===== src/rtl/ring_johnson_counter_if.sv =====
// ring_johnson_counter_if: control/status bundle for ring_johnson_counter.
// Rev 1.0 - initial release.
`default_nettype none

interface ring_johnson_counter_if #(
  parameter int WIDTH = 4
);
  logic             iEn;
  logic             iMode;
  logic             iDir;
  logic             iLoad;
  logic [WIDTH-1:0] iLoadVal;
  logic [WIDTH-1:0] oQ;
  logic             oWrap;
  logic             oErr;

  modport master (
    output iEn, iMode, iDir, iLoad, iLoadVal,
    input  oQ, oWrap, oErr
  );

  modport slave (
    input  iEn, iMode, iDir, iLoad, iLoadVal,
    output oQ, oWrap, oErr
  );
endinterface

`default_nettype wire


===== src/rtl/ring_johnson_counter.sv =====
// ring_johnson_counter: one-hot ring / Johnson sequencer with prescaler, load and wrap pulse.
// Optional legality check: RING_JOHNSON_COUNTER_STATE_CHECK_EN. Rev 1.0 - initial release.
`default_nettype none

module ring_johnson_counter #(
  parameter int WIDTH    = 4,
  parameter int PRESCALE = 1
) (
  input  wire logic              iClk,
  input  wire logic              iRst,
  ring_johnson_counter_if.slave  bus
);

  localparam int               PW       = (PRESCALE > 1) ? $clog2(PRESCALE) : 1;
  localparam logic [PW-1:0]    PS_LAST  = PW'(PRESCALE - 1);
  localparam logic [WIDTH-1:0] SEED_R   = {1'b1, {(WIDTH-1){1'b0}}};
  localparam logic [WIDTH-1:0] SEED_J   = '0;

  logic [WIDTH-1:0] r_q;
  logic             r_mode;
  logic [PW-1:0]    r_presc;
  logic             r_wrap;

  logic [WIDTH-1:0] w_q_nxt;
  logic             w_mode_nxt;
  logic [PW-1:0]    w_presc_nxt;
  logic             w_wrap_nxt;

  logic [WIDTH-1:0] w_seed_cur;
  logic [WIDTH-1:0] w_seed_new;
  logic             w_fb_fwd;
  logic             w_fb_rev;
  logic [WIDTH-1:0] w_step;

  assign w_seed_cur = r_mode    ? SEED_J : SEED_R;
  assign w_seed_new = bus.iMode ? SEED_J : SEED_R;

  // Johnson differs from ring only by inverting the bit fed back into the vacated end.
  assign w_fb_fwd = r_mode ? ~r_q[WIDTH-1] : r_q[WIDTH-1];
  assign w_fb_rev = r_mode ? ~r_q[0]       : r_q[0];
  assign w_step   = bus.iDir ? {w_fb_rev, r_q[WIDTH-1:1]}
                             : {r_q[WIDTH-2:0], w_fb_fwd};

`ifdef RING_JOHNSON_COUNTER_STATE_CHECK_EN
  localparam int CW = $clog2(WIDTH + 1);

  logic          r_err;
  logic          w_err_nxt;
  logic          w_illegal;
  logic [CW-1:0] w_ones;
  logic [CW-1:0] w_edges;

  always_comb begin
    w_ones  = '0;
    w_edges = '0;
    for (int i = 0; i < WIDTH; i++) begin
      w_ones = w_ones + CW'(r_q[i]);
    end
    for (int i = 0; i < WIDTH - 1; i++) begin
      w_edges = w_edges + CW'(r_q[i] ^ r_q[i+1]);
    end
    w_illegal = r_mode ? (w_edges > CW'(1)) : (w_ones != CW'(1));
  end
`endif

  always_comb begin
    w_q_nxt     = r_q;
    w_mode_nxt  = r_mode;
    w_presc_nxt = r_presc;
    w_wrap_nxt  = 1'b0;
`ifdef RING_JOHNSON_COUNTER_STATE_CHECK_EN
    w_err_nxt   = r_err;
`endif
    if (bus.iLoad) begin
      w_q_nxt     = bus.iLoadVal;
      w_presc_nxt = '0;
    end else if (bus.iMode != r_mode) begin
      w_q_nxt     = w_seed_new;
      w_mode_nxt  = bus.iMode;
      w_presc_nxt = '0;
`ifdef RING_JOHNSON_COUNTER_STATE_CHECK_EN
    end else if (w_illegal) begin
      w_q_nxt     = w_seed_cur;
      w_presc_nxt = '0;
      w_err_nxt   = 1'b1;
`endif
    end else if (bus.iEn) begin
      if (r_presc == PS_LAST) begin
        w_q_nxt     = w_step;
        w_presc_nxt = '0;
        w_wrap_nxt  = (w_step == w_seed_cur);
      end else begin
        w_presc_nxt = r_presc + PW'(1);
      end
    end
  end

  always_ff @(posedge iClk or posedge iRst) begin
    if (iRst) begin
      r_q     <= SEED_R;
      r_mode  <= 1'b0;
      r_presc <= '0;
      r_wrap  <= 1'b0;
    end else begin
      r_q     <= w_q_nxt;
      r_mode  <= w_mode_nxt;
      r_presc <= w_presc_nxt;
      r_wrap  <= w_wrap_nxt;
    end
  end

`ifdef RING_JOHNSON_COUNTER_STATE_CHECK_EN
  always_ff @(posedge iClk or posedge iRst) begin
    if (iRst) begin
      r_err <= 1'b0;
    end else begin
      r_err <= w_err_nxt;
    end
  end

  assign bus.oErr = r_err;
`else
  assign bus.oErr = 1'b0;
`endif

  assign bus.oQ    = r_q;
  assign bus.oWrap = r_wrap;

endmodule

`default_nettype wire

===== src/flat_wrapper.sv =====
// flat-port wrapper written by rule: the top's interface ports become plain ports
module ring_johnson_counter_flat 
#(
  parameter int WIDTH    = 4,
  parameter int PRESCALE = 1
)
  (iClk, iRst, bus_iEn, bus_iMode, bus_iDir, bus_iLoad, bus_iLoadVal, bus_oQ, bus_oWrap, bus_oErr);
  ring_johnson_counter_if #(.WIDTH(WIDTH)) bus_i ();
  input  wire logic iClk;
  input  wire logic iRst;
  input wire logic [$bits(bus_i.iEn)-1:0] bus_iEn;
  input wire logic [$bits(bus_i.iMode)-1:0] bus_iMode;
  input wire logic [$bits(bus_i.iDir)-1:0] bus_iDir;
  input wire logic [$bits(bus_i.iLoad)-1:0] bus_iLoad;
  input wire logic [$bits(bus_i.iLoadVal)-1:0] bus_iLoadVal;
  output wire logic [$bits(bus_i.oQ)-1:0] bus_oQ;
  output wire logic [$bits(bus_i.oWrap)-1:0] bus_oWrap;
  output wire logic [$bits(bus_i.oErr)-1:0] bus_oErr;
  assign bus_i.iEn = bus_iEn;
  assign bus_i.iMode = bus_iMode;
  assign bus_i.iDir = bus_iDir;
  assign bus_i.iLoad = bus_iLoad;
  assign bus_i.iLoadVal = bus_iLoadVal;
  assign bus_oQ = bus_i.oQ;
  assign bus_oWrap = bus_i.oWrap;
  assign bus_oErr = bus_i.oErr;
  ring_johnson_counter #(.WIDTH(WIDTH), .PRESCALE(PRESCALE)) u_core (.iClk(iClk), .iRst(iRst), .bus(bus_i));
endmodule

===== config.mk =====
export PLATFORM = sky130hd
export DESIGN_NAME = ring_johnson_counter_flat
export DESIGN_NICKNAME = d
export VERILOG_FILES = /design/src/rtl/ring_johnson_counter_if.sv /design/src/rtl/ring_johnson_counter.sv /design/src/flat_wrapper.sv
export SDC_FILE = /design/constraint.sdc
export NUM_CORES = 1
export LEC_CHECK = 0
export ABC_AREA = 0
export CAP_MARGIN = 20
export CORE_AREA = 5 5 42 44
export DETAILED_ROUTE_END_ITERATION = 7
export DIE_AREA = 0 0 47 49
export GPL_TIMING_DRIVEN = 0
export PLACE_DENSITY = 0.73
export SLEW_MARGIN = 10
export SYNTH_ARGS = -nofsm -noshare
export SYNTH_HDL_FRONTEND = slang
export SYNTH_SLANG_ARGS = --single-unit

===== constraint.sdc =====
create_clock -name iClk -period 1.7 [get_ports iClk]
set_input_delay 0.255 -clock iClk [delete_from_list [all_inputs] [get_ports iClk]]
set_output_delay 0.255 -clock iClk [all_outputs]
set_load 0.01 [all_outputs]

* Word level (Yosys, flattened, before mapping)
Index checks and enable logic that the tools add are counted.
** Word-level totals
- Bits in registers :: 7
** Cells by class
- Eq/ne operators :: 3
- Add/subtract/negate cells :: 1
- Reduce and logical (&&, ||, !) cells :: 3
- Bitwise operators :: 3
- Multiplexer cells :: 17
** Operator list (count)
- $mux 4 :: 7
- $mux 1 :: 10
- $eq 4x4->1 :: 1
- $reduce_and 2->1 :: 2
- $ne 3x3->1 const B :: 1
- $not 1->1 :: 3
- $reduce_bool 3->1 :: 1
- $add 1x1->1 const B :: 1
- $ne 1x1->1 :: 1

* Depth between registers and ports, before layout
- Word-level depth :: 8
- Mapped depth :: 5
- Mapped depth without buffers :: 5

* Worst setup path before layout
OpenSTA, ideal clock, no wires.
- Path type :: reg-to-reg
- Start :: register u_core.r_mode
- End :: register u_core.r_q[3], in the netlist u_core.bus.oQ[3]
- Data required time :: 1.618 ns
- Data arrival time :: 1.221 ns
- Stages on the path, launching flop included :: 5
- Setup slack :: 0.397 ns
- Cells stage by stage :: dfrtp_1 ha_1 nor2b_2 o211ai_1 a22oi_1
** On the way
- Cells in the longest elaborated chain, start to end :: 6
- Elaborated cells between the ends (all ways) :: 10
- Classes of those cells :: 2 x eq/ne; 6 x mux; 2 x reduce/logical
** Ends and longest elaborated chain
- start, declared :: RTL line ring_johnson_counter.sv:20 : logic r_mode;
- start signal, assigned :: RTL line ring_johnson_counter.sv:106 : r_mode <= w_mode_nxt;
- $mux 1 :: RTL line ring_johnson_counter.sv:40 : assign w_fb_rev = r_mode ? ~r_q[0] : r_q[0];
- $mux 4 :: RTL line ring_johnson_counter.sv:41 : assign w_step = bus.iDir ? {w_fb_rev, r_q[WIDTH-1:1]}
- $mux 4 :: RTL line ring_johnson_counter.sv:88 : if (r_presc == PS_LAST) begin
- $mux 4 :: RTL line ring_johnson_counter.sv:87 : end else if (bus.iEn) begin
- $mux 4 :: RTL line ring_johnson_counter.sv:77 : end else if (bus.iMode != r_mode) begin
- $mux 4 :: RTL line ring_johnson_counter.sv:74 : if (bus.iLoad) begin
- end signal, assigned :: RTL line ring_johnson_counter.sv:105 : r_q <= w_q_nxt;
- end, declared :: RTL line ring_johnson_counter.sv:19 : logic [WIDTH-1:0] r_q;
Parallel ways exist; a longest one is shown, timed or not. The select of a mux whose other input is x is not followed.
A chain may end at the register's enable or synchronous reset.

* Worst setup path after layout
- Start :: register u_core.r_q[0], in the netlist u_core.bus.oQ[0]
- End :: output bus_oQ[0]
** RTL lines
- end, declared :: RTL line flat_wrapper.sv:16 : output wire logic [$bits(bus_i.oQ)-1:0] bus_oQ;
No word-level cell between the ends.

==> impl_metrics.ini <==
[run_status]
status = finished clean

[global_route]
grt_antenna_before_repair = 0
use_met3_pct = 6.27
gr-usage-all-layers_pct = 9.70
met1_usage_pct = 10.5
overflow = 0
met2_usage_pct = 14.5
grt_pass1_wl_mm = 1.58
grt_pass1_vias = 365
busiest_layer = met2
grt_max_degree = 11

[sta]
finalSetupViolCount = 0
grt_setup_unrepaired = false
fin_skew_ps = 1.68
timing.final.crit_share_pct = 92.2
holdWs_ps = 213
slew_violations = 0
max_freq_ghz = 0.638
fin_crit_ps = 1570
tns_ps = 0
finalHoldViolCount = 0

[synth]
syn_area_um2 = 425
syn_inst = 45
synth_edf_count = 0
yosysSeqAreaShare_pct = 35.6
synthMuxAreaShare_pct = 4.71
synthXorXnorAreaFrac_pct = 4.12
yosys_warnings = 0
synth_top_family_by_area = compound AO/OA/AOI/OAI gates
synthAdderAreaFrac_pct = 2.94
synthFlopType = dfrtp_1
synth_cell_type_count = 27
syn-num-nets = 56
synth-compound-area-share_pct = 27.1
ys_seq_elements = 6
synth-simple-area-share_pct = 17.4
postSynthAreaPerCell_um2 = 9.45
async_flop_share_pct = 100

[cells_and_area]
antenna_cells = 0
multi_input_area_um2 = 243
fill_cells = 154
final_common_cell = clkdlybuf4s50_1
drive_gt1_share_pct = 18.0
fin_nets = 73
area.growth.synth_to_final_pct = 39.7
layout_common_cells = clkdlybuf4s50_1, dfrtp_1
seq_area_um2 = 151

[setup_path]
crit_path_cell_trace = clkdlybuf4s50_1
cp-end-kind = output port
critPathBufInv = 1
reg2reg_depth = 4
cp.required_ps = 1440
crit_family = buffers and inverters
critPathSlowestCell = clkdlybuf4s50_1
cpPeakStageDelay_ps = 590
r2r_setup_slack_ps = 210
r2r-start = u_core.r_mode
arrival_ps = 1310
crit_fanout = 7
timing.rr.end = u_core.bus.oQ[3]
critical_path_class = flop to output port
start_kind = flop

[route]
wl_per_cell_um = 11.5
drc = 0
ant_nets = 0
via_per_inst = 4.86
dr.pass1.iters = 2
drt_wl_total_um = 884
via_count = 374
drt_iter0_drc = 1

[floorplan]
die_h_um = 49
rows = 14
ios = 16
start_util_pct = 30.4
core-area_um2 = 1400
die_w_um = 47
fp.dieArea_um2 = 2300

[run]
drv_cap = 0

[cts]
cts_hold_buf = 0
clock_sinks = 6
cts_buffer_depth = 2
h-tree-depth = 1
cts_made_buffers = 3
tritoncts = done
cts-root-buf = clkbuf_4
postCtsSetupRepairBufs = 0
clkLatencyLatePin_ps = 240
post_cts_resized = 0
clk_pin_slew_ps = 50

[worst_hold_path]
hold_class = primary input to asynchronous set/reset pin

[power]
vdd_drop_max_mv = 0.757
p_leak_nw = 0.268
powerDensity_nw_per_um2 = 1070

[placed_design]
io_buffers = 12
gp_congestion = 0.710
dp_hpwl_um = 700
worst max path at each step:
| stage | end | from | depth (start not counted) | slack, ps |
|---|---|---|---|---|
| finish | bus_oQ[0] | u_core.bus.oQ[0] | 1 | 130 |
| detailed placement | u_core.bus.oQ[3] | bus_iMode | 6 | -70 |
| floorplan | u_core.bus.oQ[3] | u_core.r_mode | 4 | 400 |
| global placement | u_core.bus.oQ[3] | bus_iMode | 6 | -50 |
| global route | u_core.bus.oQ[3] | bus_iMode | 6 | 50 |
| CTS | bus_oQ[3] | u_core.bus.oQ[3] | 1 | 40 |
per-stage QoR:
stage | cell area (um^2) | total power, mW | utilization, % | std cells | setup slack, ps
4_1_cts | 592 | 0.653 | 42.2 | 77 | 38.5
3_5_place_dp | 566 | 0.507 | 40.4 | 73 | -68.0
2_1_floorplan | 425 | 0.401 | - | 45 | 397
3_3_place_gp | 566 | 0.501 | 40.4 | 73 | -54.4
5_1_grt | 594 | 0.703 | 42.4 | 77 | 50.8
6_report | 594 | 0.637 | 42.4 | 77 | 133
where the power goes:
group	total, mW	switching, mW	internal (mW)
clock	0.140	0.0510	0.0889
combinational	0.250	0.104	0.146
sequential	0.248	0.0640	0.184
total	0.637	0.219	0.419
layout make-up:
| type | instances | share of cell area [%] |
|---|---|---|
| inverters | 3 | 1.89 |
| well taps | 16 | 3.37 |
| plain buffers | 3 | 3.37 |
| clock buffers | 4 | 4.42 |
| multi-input cells | 33 | 40.8 |
| repair buffers | 12 | 20.6 |
| flip-flops and latches | 6 | 25.5 |
cells in the mapped netlist, types with 2 or more instances:
library cell | n | area (um^2)
o211ai_1 | 2 | 15.0
nor2_1 | 3 | 11.3
buf_4 | 2 | 15.0
nor2b_1 | 2 | 12.5
mux2i_1 | 2 | 20.0
inv_1 | 3 | 11.3
a21oi_1 | 2 | 10.0
dfrtp_1 | 5 | 125
a22o_1 | 2 | 17.5
nand2b_1 | 3 | 18.8
o31ai_1 | 3 | 22.5
registers in the layout, summed over array words and instances (netlist names):
register / flops
u_core.bus.oQ: 4
u_core.bus.oWrap: 1
u_core.r_mode: 1
cell families after synthesis:
kind of cell,count (synthesis)
other cells,1
mux,2
simple gates,13
buf+inv,6
flops,6
compound gates,14
fa+ha+maj,1
xor+xnor,2
routing by layer:
metal / vias up / wire (um)
met1: 168 / 356
met3: 2 / 83
met2: 13 / 434
li1: 191 / -
met4: 0 / 9
met5: - / 0
Note: power is estimated with default switching activity, not from simulation.
